`src/rtl/speaker_i2s_ctrl_if.sv`:
```
// speaker_i2s_ctrl_if
//   Sample bus between the upstream tone generator and the I2S serializer.
//   master : upstream source (drives samples and mute, sees sample_req)
//   slave  : serializer (reads samples and mute, drives sample_req)
//   audio_left/audio_right : DATA_W two's-complement samples
//   mute                   : zero both words at frame capture
//   sample_req             : one-cycle strobe, samples taken at the end of it
interface speaker_i2s_ctrl_if #(
   parameter int DATA_W = 16
);
   logic [DATA_W-1:0] audio_left;
   logic [DATA_W-1:0] audio_right;
   logic              mute;
   logic              sample_req;

   modport master (output audio_left, audio_right, mute, input sample_req);
   modport slave  (input audio_left, audio_right, mute, output sample_req);
endinterface

```
`src/rtl/speaker_i2s_ctrl.sv`:
```
// speaker_i2s_ctrl
//   I2S serializer for the CS4344 Pmod DAC. One free-running 11-bit counter
//   produces MCLK (clk/4), SCK (clk/32) and LRCK (clk/2048). Both channel
//   words are latched together once per frame and shifted out MSB first
//   with the I2S one-slot delay, zero-padded to 32 slots per channel.
// Ports:
//   clk        : 100 MHz system clock
//   rst        : asynchronous active-high reset
//   bus        : sample bus (slave side): audio_left, audio_right, mute in,
//                sample_req out
//   audio_mclk : master clock = cnt[1]
//   audio_sck  : bit clock    = cnt[4]
//   audio_lrck : word select  = cnt[10] (0 = left)
//   audio_sdin : serial data, changes on SCK falling edges
module speaker_i2s_ctrl #(
   parameter int DATA_W = 16
) (
   input  logic                clk,
   input  logic                rst,
   speaker_i2s_ctrl_if.slave   bus,
   output logic                audio_mclk,
   output logic                audio_sck,
   output logic                audio_lrck,
   output logic                audio_sdin
);
   localparam logic [4:0]  LP_DW   = 5'(DATA_W);
   localparam logic [10:0] LP_LAST = 11'h7FF;

   logic [10:0]       r_cnt;
   logic [DATA_W-1:0] r_shL;
   logic [DATA_W-1:0] r_shR;

   logic [10:0]       w_cnt_next;
   logic [4:0]        w_k;
   logic [4:0]        w_idx;
   logic [DATA_W-1:0] w_word;
   logic [DATA_W-1:0] w_shifted;
   logic              w_capture;
   logic              w_sdin_next;

   assign w_cnt_next = r_cnt + 11'd1;
   assign w_capture  = (r_cnt == LP_LAST);

   // Slot index of the cycle being entered. Data for slot k is bit
   // [DATA_W-k]; slot 0 is the I2S delay slot and slots past DATA_W pad.
   // The capture edge always enters slot 0, so reading the shadow words
   // before they update is safe.
   assign w_k         = w_cnt_next[9:5];
   assign w_idx       = LP_DW - w_k;
   assign w_word      = w_cnt_next[10] ? r_shR : r_shL;
   assign w_shifted   = w_word >> w_idx;
   assign w_sdin_next = (w_k != 5'd0) && (w_k <= LP_DW) && w_shifted[0];

   always_ff @(posedge clk or posedge rst) begin
      if (rst) begin
         r_cnt          <= '0;
         r_shL          <= '0;
         r_shR          <= '0;
         audio_mclk     <= 1'b0;
         audio_sck      <= 1'b0;
         audio_lrck     <= 1'b0;
         audio_sdin     <= 1'b0;
         bus.sample_req <= 1'b0;
      end else begin
         r_cnt <= w_cnt_next;
         if (w_capture) begin
            r_shL <= bus.mute ? '0 : bus.audio_left;
            r_shR <= bus.mute ? '0 : bus.audio_right;
         end
         // Registered from cnt_next so each pin equals its bit of cnt.
         audio_mclk     <= w_cnt_next[1];
         audio_sck      <= w_cnt_next[4];
         audio_lrck     <= w_cnt_next[10];
         audio_sdin     <= w_sdin_next;
         bus.sample_req <= (w_cnt_next == LP_LAST);
      end
   end
endmodule

```
`src/flat_wrapper.sv`:
```
// flat-port wrapper written by rule: the top's interface ports become plain ports
module speaker_i2s_ctrl_flat 
#(
   parameter int DATA_W = 16
)
  (clk, rst, audio_mclk, audio_sck, audio_lrck, audio_sdin, bus_audio_left, bus_audio_right, bus_mute, bus_sample_req);
  speaker_i2s_ctrl_if #(.DATA_W(DATA_W)) bus_i ();
  input  logic clk;
  input  logic rst;
  output logic audio_mclk;
  output logic audio_sck;
  output logic audio_lrck;
  output logic audio_sdin;
  input wire logic [$bits(bus_i.audio_left)-1:0] bus_audio_left;
  input wire logic [$bits(bus_i.audio_right)-1:0] bus_audio_right;
  input wire logic [$bits(bus_i.mute)-1:0] bus_mute;
  output wire logic [$bits(bus_i.sample_req)-1:0] bus_sample_req;
  assign bus_i.audio_left = bus_audio_left;
  assign bus_i.audio_right = bus_audio_right;
  assign bus_i.mute = bus_mute;
  assign bus_sample_req = bus_i.sample_req;
  speaker_i2s_ctrl #(.DATA_W(DATA_W)) u_core (.clk(clk), .rst(rst), .bus(bus_i), .audio_mclk(audio_mclk), .audio_sck(audio_sck), .audio_lrck(audio_lrck), .audio_sdin(audio_sdin));
endmodule
```
`config.mk`:
```
export PLATFORM = sky130hd
export DESIGN_NAME = speaker_i2s_ctrl_flat
export DESIGN_NICKNAME = d
export VERILOG_FILES = /design/src/rtl/speaker_i2s_ctrl_if.sv /design/src/rtl/speaker_i2s_ctrl.sv /design/src/flat_wrapper.sv
export SDC_FILE = /design/constraint.sdc
export NUM_CORES = 1
export LEC_CHECK = 0
export CAP_MARGIN = 20
export CORE_AREA = 4 4 94 96
export DETAILED_ROUTE_END_ITERATION = 7
export DIE_AREA = 0 0 98 100
export GPL_TIMING_DRIVEN = 0
export PLACE_DENSITY = 0.58
export SLEW_MARGIN = 40
export SYNTH_ARGS = -nofsm -noshare
export SYNTH_HDL_FRONTEND = slang
export SYNTH_SLANG_ARGS = --single-unit
```
`constraint.sdc`:
```
create_clock -name clk -period 3.3 [get_ports clk]
set_clock_uncertainty 0.2 [all_clocks]
set_input_delay 0.825 -clock clk [delete_from_list [all_inputs] [get_ports clk]]
set_output_delay 0.825 -clock clk [all_outputs]
set_load 0.005 [all_outputs]
```
==> flow_results.org <==
** Status
- The run finished with clean final reports.

** Power
- Leak :: 1.327 nW
- The completed layout was analyzed and its total power is 0.0009527 W.
- IR analysis of the VDD net gives a maximum drop of 0.1532 mV.
- Power Dens Cells :: 311.3 nW/µm²

** Critical path
- CP max stage delay :: 0.48 ns
- Element type at the critical path end :: register
- Critical register-to-register path endpoint :: u_core.audio_sdin$_DFF_PP0_
- Worst EP required :: 3.28 ns
- Highest fanout seen on the critical path :: 10
- The most numerous cell type found on the critical path is sky130_fd_sc_hd__nor2_4.
- Walking the worst path, the cells encountered are nand2_2 > nor2_4 > xor2_4 > inv_4 > buf_6 > ha_4 > xnor2_2 > nor3_4 > nor2_4 > buf_4 > mux2_2 > o221ai_1 > a31oi_1 > and4b_1.
- Setup slack on the worst reg-to-reg path comes out at 0.13 ns.
- The critical path is of the register to register type.
- On the critical path, the stage with the largest delay is an instance of sky130_fd_sc_hd__dfrtp_1.
- STA puts the critical path data arrival time at 3.15 ns.
- The worst setup path is launched from a register.
- Worst r2r src :: u_core.r_cnt[1]$_DFF_PP0_
- Reg2Reg Depth :: 14

** Clock tree
- CTS Buf Count :: 5
- Clock-pin slew of the registers on the worst-case setup and hold paths :: 0.08 ns
- Hold Buf Count CTS :: 0
- The H-tree was split into 2 levels.
- CTS placed an instance of sky130_fd_sc_hd__clkbuf_8 at the clock tree root.
- For the worst-skew pair, the clock arrives at the later sink with an insertion delay of 0.29 ns.
- CTS saw 45 sinks.
- TritonCTS built the clock tree.
- Maximum number of buffers from clock root to sink :: 2

** Floorplanning
- 40 I/O pins were placed.
- Die Footprint :: 9800 µm²
- Initial Util :: 28.94%
- Core area :: 8051 µm²
- The floorplan step set the die width to 98 µm.
- The floorplan has 33 rows.
- The floorplan step set the die height to 100 µm.

** Yosys
- Summed over all instances, the cell type with the most area after synthesis is sky130_fd_sc_hd__dfrtp_1.
- By area the synthesized netlist is led by sky130_fd_sc_hd__dfrtp_1 48%, sky130_fd_sc_hd__nand2b_1 8.6%, sky130_fd_sc_hd__o21ai_0 7.7%, sky130_fd_sc_hd__nand2_1 6.1%, sky130_fd_sc_hd__mux4_1 2.3%.
- Complex-gate fraction of the synthesized area :: 10.79%
- Main combinational cell family by area after synthesis :: simple AND/OR/NAND/NOR gates
- Count of synthesis-stage warnings from yosys :: 0
- Fraction of the mapped netlist area in simple logic gates :: 22.45%
- Mean cell area of the mapped netlist :: 9.830 µm²
- Share of the synthesized netlist area taken by xor and xnor gates :: 5.639%
- Synthesis inferred 45 register bits.
- Counting flops with a built-in enable in the synthesized netlist gives 0.
- The portion of synthesized area spent on multiplexers is 7.304%.
- Async S/R FF share, synth :: 100.0%
- The cell count after synthesis came out at 237.
- Number of distinct library cells after synthesis :: 37
- Main synth FF type :: sky130_fd_sc_hd__dfrtp_1
- Of the total synthesized cell area, the portion taken by full adders, half adders and majority gates is 1.611%.
- Portion of synthesized cell area occupied by the leading cell type :: 48.34%
- When the netlist entered floorplanning its net count stood at 275.
- Sequential elements use 48.34% of the synthesized area.
- Post-synthesis cell area :: 2330 µm²

** Drt
- Wirelength, routed :: 5237 µm
- DR pass1 iterations :: 5
- Routed Antenna Nets :: 0
- DRC violation count after routing :: 0
- Routed length per instance :: 13.26 µm
- Dividing the detail-routed via count by the number of cells gives 4.554.
- Across all layers, the routed design uses 1799 vias.
- In this run, the number of DRC markers left after iteration 0 of detailed routing was 53.

** Placed design
- Summing all placed instances gives a cell area of 2874 µm².
- Worst slack at placement :: -0.5922 ns
- Port buffer count :: 39
- DP HPWL :: 3893 µm
- At the end of routability-driven placement, the weighted congestion stood at 0.8191.

** Finish
- In the final design database the tool counted 327 nets.
- Across the whole layout, storage elements account for 1131 µm².
- Compared with the post-synthesis result, the final layout area differs by 31.36%.
- Of the cells placed in the final design, the portion with a size suffix greater than 1 is 13.10%.
- Leaving out fill and tap cells, the most frequent cell in the layout is sky130_fd_sc_hd__dfrtp_1.
- Post-route core utilization :: 38.01%
- The layout has 839 filler cells.
- Summing all multi-input logic gate instances after layout gives 1177 µm².
- ANT cells :: 0
- The library cells used most frequently in the layout, excluding fill and tap cells, are 41 x sky130_fd_sc_hd__dfrtp_1, 39 x sky130_fd_sc_hd__clkdlybuf4s50_1, 38 x sky130_fd_sc_hd__nand2_1.
- After routing the design area is 3060 µm².

** Timing
- In the finished design, the share of the clock period the worst path needs comes to 95.95%.
- The final-report max-slew violation count was 0.
- Setup TNS :: 0 ns
- Worst-margin pin slew :: 0.5159 ns
- Worst Slack Setup Final :: 0.1336 ns
- For this run, the top clock speed supported by timing is 315.8 MHz.
- The clock period could shrink to 3.166 ns.
- Measured against its own limit, the worst slew margin works out to 65.49%.
- Setup violations remaining at the end of the flow were counted as 0.
- The final hold violation count was 0.

** Global route
- The via count of the first global-routing pass was 1908.
- GRT Util Overall :: 11.21%
- Remaining Overflow, GRT :: 0
- Antenna violations before repair :: 0
- Wire length of the first global-routing pass :: 9045 µm
- Largest net degree at the start of global routing :: 38

** Run
- Maximum Capacitance Violations :: 0

** Hold path
- In this run the worst hold path is classified as register to register.
- Endpoint of the worst hold path :: u_core.r_shL[2]$_DFFE_PP0N_
- Hold path depth :: 2
- In this run the most critical hold path is launched from u_core.r_shL[2]$_DFFE_PP0N_.
-- cells in the mapped netlist, types with 2 or more instances --
| master | n |
|---|---|
| sky130_fd_sc_hd__nand2b_1 | 32 |
| sky130_fd_sc_hd__nand2_1 | 38 |
| sky130_fd_sc_hd__clkbuf_1 | 9 |
| sky130_fd_sc_hd__xnor2_1 | 5 |
| sky130_fd_sc_hd__o21ai_0 | 36 |
| sky130_fd_sc_hd__inv_1 | 9 |
| sky130_fd_sc_hd__nor2_1 | 5 |
| sky130_fd_sc_hd__ha_1 | 3 |
| sky130_fd_sc_hd__mux2_2 | 2 |
| sky130_fd_sc_hd__a31oi_1 | 2 |
| sky130_fd_sc_hd__mux4_2 | 2 |
| sky130_fd_sc_hd__and3_1 | 2 |
| sky130_fd_sc_hd__xor2_1 | 5 |
| sky130_fd_sc_hd__a21oi_1 | 2 |
| sky130_fd_sc_hd__mux2i_1 | 5 |
| sky130_fd_sc_hd__nand4_1 | 5 |
| sky130_fd_sc_hd__nor4_1 | 2 |
| sky130_fd_sc_hd__dfrtp_1 | 45 |
| sky130_fd_sc_hd__nor3_1 | 2 |
| sky130_fd_sc_hd__mux4_1 | 2 |
| sky130_fd_sc_hd__nand3_1 | 8 |
-- where the power goes --
group	internal [W]	leakage [nW]	total, W	switching, W
sequential	0.000551	0.438	0.000551	0
combinational	0.0000478	0.849	0.0000733	0.0000255
clock	0.000151	0.0395	0.000329	0.000178
-- worst max-delay path: cells and delay by family, from the launching register on --
kind            cells  cell delay [ns]
flops               1             0.48
fa+ha+maj           1             0.19
mux                 1             0.33
simple gates        5             0.73
compound gates      2             0.29
buf+inv             3             0.35
xor+xnor            2             0.48
-- routing by layer --
metal  vias to the layer above  global-route usage [%]  share of wire [%]
met5                         -                       0                  0
met4                         0                   2.875                1.1
met3                         6                   2.154                3.4
met2                        34                   19.53                 51
met1                       851                   14.35                 45
li1                        908                       -                  -
-- through the flow --
stage / hold WS [ns] / cells
2_1_floorplan: 0.2416 / 237
3_3_place_gp: 0.2562 / 381
3_5_place_dp: 0.2677 / 382
4_1_cts: 0.2865 / 393
5_1_grt: 0.3157 / 395
6_report: 0.2790 / 395
-- area by class of cell --
cell class / instances / share of cell area (%)
timing repair buffer: 45 / 14.64
multi-input combinational: 171 / 38.47
tap: 105 / 4.293
buffer: 11 / 1.635
clock buffer: 8 / 2.617
sequential: 45 / 36.96
inverter: 10 / 1.390
-- kinds of logic after synthesis --
group,Yosys count
multiplexers,11
AO/OA/AOI/OAI,45
adder cells (fa/ha/maj),3
buffers and inverters,21
XOR/XNOR,12
flip-flops,45
AND/OR/NAND/NOR,100
-- registers in the layout, indices dropped and copies added, names as in the netlist --
name                   cells
u_core.audio_sdin          1
u_core.r_cnt              10
u_core.bus.sample_req      1
u_core.r_shL              16
u_core.r_shR              16
u_core.audio_lrck          1
-- how the worst max path moves through the flow --
stage	startpoint	end	cells after the start
finish	u_core.r_cnt[1]$_DFF_PP0_	u_core.audio_sdin$_DFF_PP0_	14
global route	u_core.r_cnt[3]$_DFF_PP0_	u_core.audio_sdin$_DFF_PP0_	11
CTS	u_core.r_cnt[2]$_DFF_PP0_	u_core.audio_sdin$_DFF_PP0_	11
detailed placement	u_core.r_cnt[2]$_DFF_PP0_	u_core.audio_sdin$_DFF_PP0_	12
global placement	u_core.r_cnt[2]$_DFF_PP0_	u_core.audio_sdin$_DFF_PP0_	12
floorplan	u_core.r_cnt[2]$_DFF_PP0_	u_core.audio_sdin$_DFF_PP0_	12
-- repair_timing --
item / 4_1_cts / 5_1_grt
pin swaps: 1 / 2
endpoints found under the setup margin: 1 / 1
gates resized for setup: 5 / 10
buffers inserted: 3 / 2
(Power assumes the default switching activity.)
